$ cat src/rtl/chip_phase_serializer_if.sv
// Symbol handshake between the frame source and chip_phase_serializer.
//   i_sym_valid : source offers a symbol
//   i_sym       : 4-bit ZigBee symbol, held stable until accepted
//   o_sym_ready : serializer can take a symbol this cycle
// Modports:
//   master : symbol source
//   slave  : serializer
interface chip_phase_serializer_if;
  logic       i_sym_valid;
  logic [3:0] i_sym;
  logic       o_sym_ready;

  modport master (output i_sym_valid, output i_sym, input o_sym_ready);
  modport slave  (input i_sym_valid, input i_sym, output o_sym_ready);
endinterface

$ cat src/rtl/chip_phase_serializer.sv
// Maps 4-bit ZigBee symbols to their 32-chip PN sequences and serializes the
// chips onto o_phase, c0 first. Each chip is held for N = max(i_nb_P, 2)
// cycles, with N latched when the symbol is accepted.
// Ports:
//   i_clk, i_rst       : clock, asynchronous active-low reset
//   i_nb_P             : cycles per chip, sampled at symbol acceptance
//   sym_if (slave)     : i_sym_valid / i_sym / o_sym_ready handshake
//   o_phase            : chip stream, 0 when idle
//   o_chip_strobe      : pulse on the first cycle of every chip
//   o_sym_done         : pulse on the last cycle of chip 31
//   o_busy             : a symbol is being emitted
module chip_phase_serializer #(
  parameter int CHIPS_PER_SYM = 32,
  parameter int NB_P_W        = 6
) (
  input  logic                  i_clk,
  input  logic                  i_rst,
  input  logic [NB_P_W-1:0]     i_nb_P,
  chip_phase_serializer_if.slave sym_if,
  output logic                  o_phase,
  output logic                  o_chip_strobe,
  output logic                  o_sym_done,
  output logic                  o_busy
);
  localparam int CW = $clog2(CHIPS_PER_SYM);
  localparam logic [CW-1:0] LAST_CHIP = CW'(CHIPS_PER_SYM - 1);

  typedef enum logic {IDLE, SEND} state_t;

  state_t                     state_q, state_d;
  logic [CHIPS_PER_SYM-1:0]   sreg_q, sreg_d;
  logic [NB_P_W-1:0]          nb_q, nb_d;
  logic [NB_P_W-1:0]          cyc_q, cyc_d;
  logic [CW-1:0]              chip_q, chip_d;
  // Keeps o_sym_ready low until the first edge after reset release.
  logic                       rdy_en_q;

  logic [CHIPS_PER_SYM-1:0]   lut_chips;
  logic [NB_P_W-1:0]          nb_last;
  logic                       chip_end, sym_last, sym_ready, accept;

  // Symbols 0..7 are rotations of symbol 0; bit 3 inverts the odd chips.
  always_comb begin
    lut_chips = '0;
    case (sym_if.i_sym[2:0])
      3'd0: lut_chips = 32'hD9C3522E;
      3'd1: lut_chips = 32'hED9C3522;
      3'd2: lut_chips = 32'h2ED9C352;
      3'd3: lut_chips = 32'h22ED9C35;
      3'd4: lut_chips = 32'h522ED9C3;
      3'd5: lut_chips = 32'h3522ED9C;
      3'd6: lut_chips = 32'hC3522ED9;
      3'd7: lut_chips = 32'h9C3522ED;
      default: lut_chips = '0;
    endcase
    if (sym_if.i_sym[3]) lut_chips = lut_chips ^ 32'h55555555;
  end

  assign nb_last   = nb_q - 1'b1;
  assign chip_end  = (state_q == SEND) && (cyc_q == nb_last);
  assign sym_last  = chip_end && (chip_q == LAST_CHIP);
  assign sym_ready = rdy_en_q && ((state_q == IDLE) || sym_last);
  assign accept    = sym_if.i_sym_valid && sym_ready;

  always_comb begin
    state_d = state_q;
    sreg_d  = sreg_q;
    nb_d    = nb_q;
    cyc_d   = cyc_q;
    chip_d  = chip_q;
    if (accept) begin
      // Reload also covers the back-to-back case on the last cycle of chip 31.
      state_d = SEND;
      sreg_d  = lut_chips;
      nb_d    = (i_nb_P < NB_P_W'(2)) ? NB_P_W'(2) : i_nb_P;
      cyc_d   = '0;
      chip_d  = '0;
    end else if (state_q == SEND) begin
      if (chip_end) begin
        cyc_d = '0;
        if (sym_last) begin
          state_d = IDLE;
        end else begin
          sreg_d = {sreg_q[CHIPS_PER_SYM-2:0], 1'b0};
          chip_d = chip_q + 1'b1;
        end
      end else begin
        cyc_d = cyc_q + 1'b1;
      end
    end
  end

  always_ff @(posedge i_clk or negedge i_rst) begin
    if (!i_rst) begin
      state_q  <= IDLE;
      sreg_q   <= '0;
      nb_q     <= '0;
      cyc_q    <= '0;
      chip_q   <= '0;
      rdy_en_q <= 1'b0;
    end else begin
      state_q  <= state_d;
      sreg_q   <= sreg_d;
      nb_q     <= nb_d;
      cyc_q    <= cyc_d;
      chip_q   <= chip_d;
      rdy_en_q <= 1'b1;
    end
  end

  assign sym_if.o_sym_ready = sym_ready;
  assign o_busy        = (state_q == SEND);
  assign o_phase       = (state_q == SEND) && sreg_q[CHIPS_PER_SYM-1];
  assign o_chip_strobe = (state_q == SEND) && (cyc_q == '0);
  assign o_sym_done    = sym_last;
endmodule

$ cat src/flat_wrapper.sv
// flat-port wrapper written by rule: the top's interface ports become plain ports
module chip_phase_serializer_flat 
#(
  parameter int CHIPS_PER_SYM = 32,
  parameter int NB_P_W        = 6
)
  (i_clk, i_rst, i_nb_P, o_phase, o_chip_strobe, o_sym_done, o_busy, sym_if_i_sym_valid, sym_if_i_sym, sym_if_o_sym_ready);
  chip_phase_serializer_if sym_if_i ();
  input  logic i_clk;
  input  logic i_rst;
  input  logic [NB_P_W-1:0] i_nb_P;
  output logic o_phase;
  output logic o_chip_strobe;
  output logic o_sym_done;
  output logic o_busy;
  input wire logic [$bits(sym_if_i.i_sym_valid)-1:0] sym_if_i_sym_valid;
  input wire logic [$bits(sym_if_i.i_sym)-1:0] sym_if_i_sym;
  output wire logic [$bits(sym_if_i.o_sym_ready)-1:0] sym_if_o_sym_ready;
  assign sym_if_i.i_sym_valid = sym_if_i_sym_valid;
  assign sym_if_i.i_sym = sym_if_i_sym;
  assign sym_if_o_sym_ready = sym_if_i.o_sym_ready;
  chip_phase_serializer #(.CHIPS_PER_SYM(CHIPS_PER_SYM), .NB_P_W(NB_P_W)) u_core (.i_clk(i_clk), .i_rst(i_rst), .i_nb_P(i_nb_P), .sym_if(sym_if_i), .o_phase(o_phase), .o_chip_strobe(o_chip_strobe), .o_sym_done(o_sym_done), .o_busy(o_busy));
endmodule
$ cat config.mk
export PLATFORM = sky130hd
export DESIGN_NAME = chip_phase_serializer_flat
export DESIGN_NICKNAME = d
export VERILOG_FILES = /design/src/rtl/chip_phase_serializer_if.sv /design/src/rtl/chip_phase_serializer.sv /design/src/flat_wrapper.sv
export SDC_FILE = /design/constraint.sdc
export NUM_CORES = 1
export LEC_CHECK = 0
export ABC_AREA = 1
export BUFFER_PORTS_ARGS = -buffer_cell sky130_fd_sc_hd__buf_2
export CAP_MARGIN = 30
export CORE_MARGIN = 10
export CORE_UTILIZATION = 67
export CTS_CLUSTER_DIAMETER = 120
export DETAILED_ROUTE_END_ITERATION = 7
export PLACE_DENSITY = 0.94
export SYNTH_ARGS = -nofsm -noshare
export SYNTH_HDL_FRONTEND = slang
export SYNTH_SLANG_ARGS = --single-unit
$ cat constraint.sdc
create_clock -name i_clk -period 4.8 [get_ports i_clk]
set_input_delay 0.24 -clock i_clk [delete_from_list [all_inputs] [get_ports i_clk]]
set_output_delay 0.24 -clock i_clk [all_outputs]
set_load 0.01 [all_outputs]
* Word-level counts from Yosys, hierarchy flattened *
Memory sizes are Yosys's and may differ from the RTL's.
Cells that the tools add are included.

cells by class
  add/subtract/negate cells = 3
  magnitude comparators = 1
  equality and inequality tests = 3
  multiplexer cells = 17
  bitwise logic cells = 2
  reduce and logical (&&, ||, !) cells = 11

operator list
  kind                 count
  $mux 32              4
  $mux 31              1
  $mux 6               4
  $mux 5               4
  $not 16->16          1
  $add 6x1->6 const B  1
  $eq 6x6->1           1
  $logic_and 1x1->1    6
  $logic_not 6->1      1
  $lt 6x2->1 const B   1
  $sub 6x1->6 const B  1
  $add 5x1->5 const B  1
  $eq 5x5->1 const B   1
  $mux 1               4
  $reduce_bool 2->1    2
  $reduce_and 3->1     1
  $ne 2x2->1 const B   1
  $logic_or 1x1->1     1
  $not 1->1            1

word-level totals
  flip-flop bits (word level) = 51
  memory bits (read-only) = 256
  bits of input ports = 13
  memories kept = 1

memories
  name              words  width  rd ports  clocked after Yosys merged registers in  wr ports  line                         source
  (name not given)  8      32     1         0                                        0         chip_phase_serializer.sv:45  case (sym_if.i_sym[2:0])

* Logic depth before layout (Yosys ltp) *
Gate-level depths: netlist (run 1).

  depth in word-level cells = 9
  mapped depth = 18

* Worst setup path before layout (run 1) *
No wires, ideal clock.

  path kind = reg-to-reg
  from = reg u_core.nb_q[0]
  to = reg u_core.sreg_q[0]
  setup time = 0.121 ns
  arrival = 1.957 ns
  required time = 4.679 ns
  setup slack = 2.722 ns
  cell stages (with the launch flop) = 15
  path through = dfrtp_1 -> clkinv_1 -> ha_1 -> nand2_1 -> inv_1 -> nor2_1 -> nand3_1 -> a21oi_1 -> nand3_1 -> nand2_4 -> nand3_2 -> buf_6 -> buf_2 -> o211ai_1 -> nand2_1

between the ends
  word-level cells in the longest chain between the ends = 9

RTL lines
  element                                                    line                          source
  start: declaration                                         chip_phase_serializer.sv:32   logic [NB_P_W-1:0] nb_q, nb_d;
  start signal: assignment                                   chip_phase_serializer.sv:104  nb_q <= nb_d;
  $sub 6x1->6 (*)                                            chip_phase_serializer.sv:59   assign nb_last = nb_q - 1'b1;
  $eq 6x6->1 (*)                                             chip_phase_serializer.sv:60   assign chip_end = (state_q == SEND) && (cyc_q == nb_last);
  $logic_and 1x1->1 (*)                                      chip_phase_serializer.sv:60
  $logic_and 1x1->1                                          chip_phase_serializer.sv:61   assign sym_last = chip_end && (chip_q == LAST_CHIP);
  $logic_or 1x1->1                                           chip_phase_serializer.sv:62   assign sym_ready = rdy_en_q && ((state_q == IDLE) || sym_last);
  $logic_and 1x1->1                                          chip_phase_serializer.sv:62
  $logic_and 1x1->1                                          chip_phase_serializer.sv:63   assign accept = sym_if.i_sym_valid && sym_ready;
  $ne 2x2->1 (no line) or $reduce_bool 2->1 (tied branches)  -
  $reduce_and 3->1 (no line)                                 -
  end signal: assignment                                     chip_phase_serializer.sv:103  sreg_q <= sreg_d;
  end: declaration                                           chip_phase_serializer.sv:31   logic [CHIPS_PER_SYM-1:0] sreg_q, sreg_d;

Mark *: on every way between the ends. The rest lies on a longest branch, timed or not.
A chain may end at the register's enable or synchronous reset.

* Worst setup path in the final report (run 1) *
  from = reg u_core.nb_q[0]
  to = reg u_core.sreg_q[11]

The elaborated chain is that of the path after synthesis.

==> results.json, run 1 <==
{
  "hpwl_um": 5400,
  "grt_start_max_net_pins": 73,
  "syn_area_per_cell_sq_um": 7.08,
  "die_area_sq_mm": 0.00854,
  "async_reset_ff_share_pct": 100,
  "globalplace.congestion": 0.919,
  "grtUsageTotal_pct": 19.3,
  "start_kind": "flop",
  "portBuffers": 17,
  "clock_skew_ps": 11.9,
  "postLayoutCoreUtil_pct": 71.5,
  "grt_remaining_overflow": 0,
  "ys_seq_area_share_pct": 36.4,
  "slew_headroom_pct": 53.2,
  "synth_nets": 520,
  "holdBufCountCts": 0,
  "ir_worst_vdd_v": 0.000141,
  "yosys.area_share.simple_pct": 34.8,
  "clkTransAtPathRegs_ps": 100,
  "fin_ws_ps": 1020,
  "highest_layer": "met4",
  "synth_compound_area_share_pct": 11.7,
  "drive_gt1_share_pct": 7.35,
  "grt_setup_unrepaired": "no",
  "fin_crit_sh_pct": 78.7,
  "hold_slack_ps": 38.2,
  "ys_ff_latch": 51,
  "final-setup-viol-count": 0,
  "cts-root-buf": "clkbuf_8",
  "die_x_um": 92.4,
  "nets": 513,
  "drv_slew": 0,
  "antenna_left": 0,
  "clk_path_buf_depth": 2,
  "area_growth_pct": 3.99,
  "num_vias": 3311,
  "totalPowerFinal_mw": 0.754,
  "cts_tree": "built",
  "min_path_type": "input pin to async pin",
  "drt_pass1_iterations": 5,
  "ys_types": 28,
  "ioPinCount": 18,
  "wl_met1_um": 3460,
  "wire_per_inst_um": 14.3,
  "p_per_area_mw_per_mm2": 207,
  "grt_pass1_vias": 3183,
  "place_ws_ps": 1080,
  "syn_inst": 496,
  "fillers": 399,
  "die_h_um": 92.4,
  "r2r-start": "u_core.nb_q[0]$_DFFE_PN0P_",
  "cts_resized": 0,
  "num_rows": 26,
  "critical_path_class": "flop to flop",
  "dp.cells": 552,
  "clk_latency_ps": 310,
  "synthMuxAreaShare_pct": 0,
  "synth_largest_area_cell": "dfrtp_1",
  "finalHoldViolCount": 0,
  "postCtsSetupBuffers": 0,
  "cts.htree.levels": 2,
  "most-common-layout-cells": "210 x nand2_1, 51 x dfrtp_1, 42 x nand4_1",
  "synthFlopType": "dfrtp_1",
  "syn_area_sq_mm": 0.00351,
  "cp.required_ps": 4990,
  "crit_path_end_kind": "flop",
  "antenna_cells": 0,
  "cts_buffers": 5,
  "finalWirelength_um": 7980,
  "fin_area_sq_mm": 0.00365,
  "synth_adder_area_share_pct": 3.92,
  "yosys-top-cells-area": "dfrtp_1 36%, nand2_1 22%, o211ai_1 7.9%",
  "finalSetupTns_ps": 0,
  "p_leak_nw": 2.06,
  "grt_pass1_wl_um": 14000,
  "synth-edff-count": 0,
  "final_common_cell": "nand2_1",
  "antenna_found_initial": 0,
  "initial_core_util_pct": 68.7,
  "drc": 0,
  "wl_met2_um": 3970,
  "synth_top_area_share_pct": 36.4,
  "wl_met3_um": 412,
  "clock-sinks": 51,
  "stdcell_count": 560,
  "worst_pin_slew_ps": 701,
  "worstPathArrival_ps": 3970,
  "synth_top_family_by_area": "simple AND/OR/NAND/NOR gates",
  "min_period_ps": 3780,
  "outcome": "finished clean",
  "maxCapViolations": 0,
  "drt_iter0_markers": 235,
  "design.core.area_sq_mm": 0.00511,
  "fmax_mhz": 265,
  "synthXorXnorAreaFrac_pct": 4.99,
  "worst-path-max-fanout": 72,
  "place_area_sq_mm": 0.00356,
  "ys_warn_count": 0,
  "vias_per_cell": 5.91,
  "startpoint": "u_core.nb_q[0]$_DFFE_PN0P_"
}
[flip-flops by register name, summed over array words and instances, names as in the netlist]
| name | count |
|---|---|
| u_core.rdy_en_q | 1 |
| u_core.sreg_q | 32 |
| u_core.o_busy | 1 |
| u_core.nb_q | 6 |
| u_core.chip_q | 5 |
| u_core.cyc_q | 6 |
[power by group]
group	total [mW]	internal [mW]	switching [mW]	leakage, nW
Combinational	0.0700	0.0191	0.0509	1.35
Clock	0.254	0.102	0.152	0.0402
Sequential	0.430	0.430	0.000179	0.670
[path summary, 6_finish.rpt]
kind / endpoint / slack (ps) / cells after the start
hold reg to reg: u_core.sreg_q[31]$_DFFE_PN0P_ / 540 / 2
min in group i_clk: u_core.nb_q[5]$_DFFE_PN0P_ / 180 / 3
max in group asynchronous: u_core.nb_q[3]$_DFFE_PN0P_ / 4330 / 2
setup reg to reg: u_core.sreg_q[11]$_DFFE_PN0P_ / 1020 / 15
hold / removal: u_core.nb_q[4]$_DFFE_PN0P_ / 40 / 2
setup / recovery: u_core.sreg_q[11]$_DFFE_PN0P_ / 1020 / 15
[per-layer routing]
layer / global-route usage, % / vias to the layer above
li1: - / 1643
met5: 0 / -
met1: 23.4 / 1552
met2: 33.1 / 100
met4: 7.58 / 0
met3: 3.31 / 16
[worst max-delay path: stages, from the launching register on]
cell	delay, ps
dfrtp_1	390
clkinv_1	150
ha_1	340
nand2_1	70
inv_1	40
nor2_1	90
nand3_1	90
a21oi_1	170
nand3_1	170
nand2_4	560
nand3_2	680
buf_4	540
nand2_1	140
nand2_1	70
nand2_1	60
nand2_1	60
[synth_stat cells (2+ instances only)]
master      n
o21ai_1     4
xor2_1     19
o21ai_0    11
nand3_2     2
buf_1       2
buf_2      14
inv_1      26
buf_6       3
nand4_1    42
nand3_1    13
a21oi_1     8
clkinv_1    2
nand2_1   210
clkbuf_1   16
nor2_1     15
o211ai_1   37
ha_1       11
dfrtp_1    51
[area by class of cell]
class | count | area, sq um | area share, %
multi-input combinational | 380 | 1950 | 53.3
sequential | 51 | 1280 | 35.0
timing repair buffer | 22 | 143 | 3.91
inverter | 29 | 109 | 2.98
tap | 70 | 87.6 | 2.40
clock buffer | 5 | 68.8 | 1.88
clock inverter | 3 | 20.0 | 0.548
[kinds of logic after synthesis]
kind of cell	Yosys count
simple gates	286
compound gates	62
buf+inv	65
other cells	1
fa+ha+maj	11
flops	51
xor+xnor	20
(Power assumes the default switching activity.)
==> inputs of run 2 (changes only) <==
- CORE_UTILIZATION: 67 -> 62
- PLACE_DENSITY: 0.94 -> 0.89
- clock period: 4.8 -> 3.94 ns (I/O delays scaled with it)
==> results.json, run 2 (synthesized netlist as in run 1, its figures left out) <==
{
  "startpoint": "u_core.nb_q[0]$_DFFE_PN0P_",
  "postCtsSetupBuffers": 0,
  "clk_latency_ps": 320,
  "hold_slack_ps": -26.2,
  "fin_crit_sh_pct": 71.0,
  "fmax_mhz": 357,
  "cts_tree": "built",
  "drv_slew": 0,
  "ioPinCount": 18,
  "drc": 0,
  "antenna_found_initial": 0,
  "most-common-layout-cells": "210 x nand2_1, 51 x dfrtp_1, 42 x nand4_1",
  "clk_path_buf_depth": 2,
  "p_comb_share_pct": 9.4,
  "worst_pin_slew_ps": 841,
  "seqPwrFrac_pct": 57.1,
  "nets": 514,
  "clock-sinks": 51,
  "regMostFlops": "u_core.sreg_q",
  "drive_gt1_share_pct": 7.54,
  "largest_register_ffs": 32,
  "slew_headroom_pct": 43.9,
  "multi_input_area_sq_mm": 0.00195,
  "p_int_mw": 0.671,
  "final_common_cell": "nand2_1",
  "power.switching_mw": 0.246,
  "ir_worst_vdd_v": 0.000238,
  "antenna_left": 0,
  "p_per_area_mw_per_mm2": 252,
  "die_area_sq_mm": 0.00907,
  "holdBufCountCts": 0,
  "worstPathArrival_ps": 3050,
  "num_vias": 3307,
  "finalSetupTns_ps": 0,
  "worst-path-max-fanout": 92,
  "clock_skew_ps": 7.14,
  "regArea_sq_mm": 0.00128,
  "violations": "negative hold slack",
  "clockPowerShare_pct": 33.5,
  "drt_pass1_iterations": 5,
  "finalHoldViolCount": 27,
  "min_period_ps": 2800,
  "design.core.area_sq_mm": 0.00551,
  "cts_resized": 0,
  "r2r-start": "u_core.nb_q[0]$_DFFE_PN0P_",
  "critical_path_class": "flop to flop",
  "final-setup-viol-count": 0,
  "fillers": 496,
  "drt_iter0_markers": 330,
  "grt_setup_unrepaired": "no",
  "p_leak_nw": 2.06,
  "reg_top3": "u_core.sreg_q x32, u_core.cyc_q x6, u_core.nb_q x6",
  "grt_pass1_wl_um": 14400,
  "cts_buffers": 5,
  "wire_per_inst_um": 14.5,
  "die_x_um": 95.3,
  "finalWirelength_um": 8140,
  "start_kind": "flop",
  "vias_per_cell": 5.87,
  "antenna_cells": 0,
  "maxCapViolations": 0,
  "outcome": "complete, but fails checks",
  "globalplace.congestion": 0.936,
  "area_growth_pct": 3.71,
  "rr_worst_depth": 16,
  "place_ws_ps": 1180,
  "hpwl_um": 5370,
  "cts.htree.levels": 2,
  "cp.required_ps": 4190,
  "num_rows": 27,
  "fin_ws_ps": 1140,
  "grtUsageTotal_pct": 19.0,
  "cts-root-buf": "clkbuf_8",
  "crit_path_end_kind": "flop",
  "grt_remaining_overflow": 0,
  "switching_share_pct": 26.9,
  "min_path_type": "input pin to async pin",
  "die_h_um": 95.3,
  "totalPowerFinal_mw": 0.917,
  "grt_pass1_vias": 3284,
  "clkTransAtPathRegs_ps": 90,
  "portBuffers": 17,
  "grt_start_max_net_pins": 93,
  "initial_core_util_pct": 63.8
}
==> run 2: changes by cell type in the layout (fill, tap and decap cells not counted) <==
cell	previous run	this run
buf_4	4	6
buf_16	1	0
==> run 2: layout make-up <==
class / instances / area share [%]
well taps: 72 / 2.47
inverters: 29 / 2.99
multi-input cells: 380 / 53.5
flip-flops and latches: 51 / 35.1
repair buffers: 23 / 3.57
clock inverters: 3 / 0.550
clock buffers: 5 / 1.89
==> run 2: final timing paths <==
path                                                  to  slack, ps
min                          u_core.cyc_q[4]$_DFFE_PN0P_        -30
max                        u_core.sreg_q[22]$_DFFE_PN0P_       1140
min reg2reg                 u_core.sreg_q[1]$_DFFE_PN0P_        530
max reg2reg                u_core.sreg_q[22]$_DFFE_PN0P_       1140
min in group i_clk            u_core.nb_q[5]$_DFFE_PN0P_        120
max in group asynchronous   u_core.sreg_q[0]$_DFFE_PN0P_       3520
==> run 2: power groups by stage <==
stage | sequential [mW] | combinational [mW] | clock [mW]
after CTS | 0.524 | 0.0862 | 0.314
after floorplan | 0.534 | 0.0533 | 0
after global routing | 0.524 | 0.0972 | 0.335
after global placement | 0.534 | 0.0841 | 0
after detailed placement | 0.534 | 0.0858 | 0
final | 0.524 | 0.0865 | 0.307
==> run 2: routing by layer <==
| layer | up-vias | share of wire, % | GRT usage (%) |
|---|---|---|---|
| met5 | - | 0 | 0 |
| met4 | 0 | 1.5 | 7.61 |
| met3 | 12 | 5.6 | 3.38 |
| met2 | 93 | 50 | 33.2 |
| met1 | 1576 | 43 | 22.6 |
| li1 | 1626 | - | - |
==> run 2: worst max-delay path: stages, from the launching register on <==
cell and delay (ps):
dfrtp_1 390, clkinv_1 140, ha_1 270, inv_1 60, nand2_1 60, nand3_1 70
nand2_1 70, nand2_1 70, nor2_1 60, nand3_1 120, nand2_4 190, nand3_2 140
buf_4 670, nand2_1 170, nand2_1 100, nand2_1 50, nand2_1 60
==> run 2: metrics by stage <==
stage	util (%)	instances	instance area [sq um]
6_report	66.1	563	3640
5_1_grt	66.1	563	3640
4_1_cts	66.1	563	3640
3_5_place_dp	64.5	555	3550
3_3_place_gp	64.5	555	3550
2_1_floorplan	-	496	3510
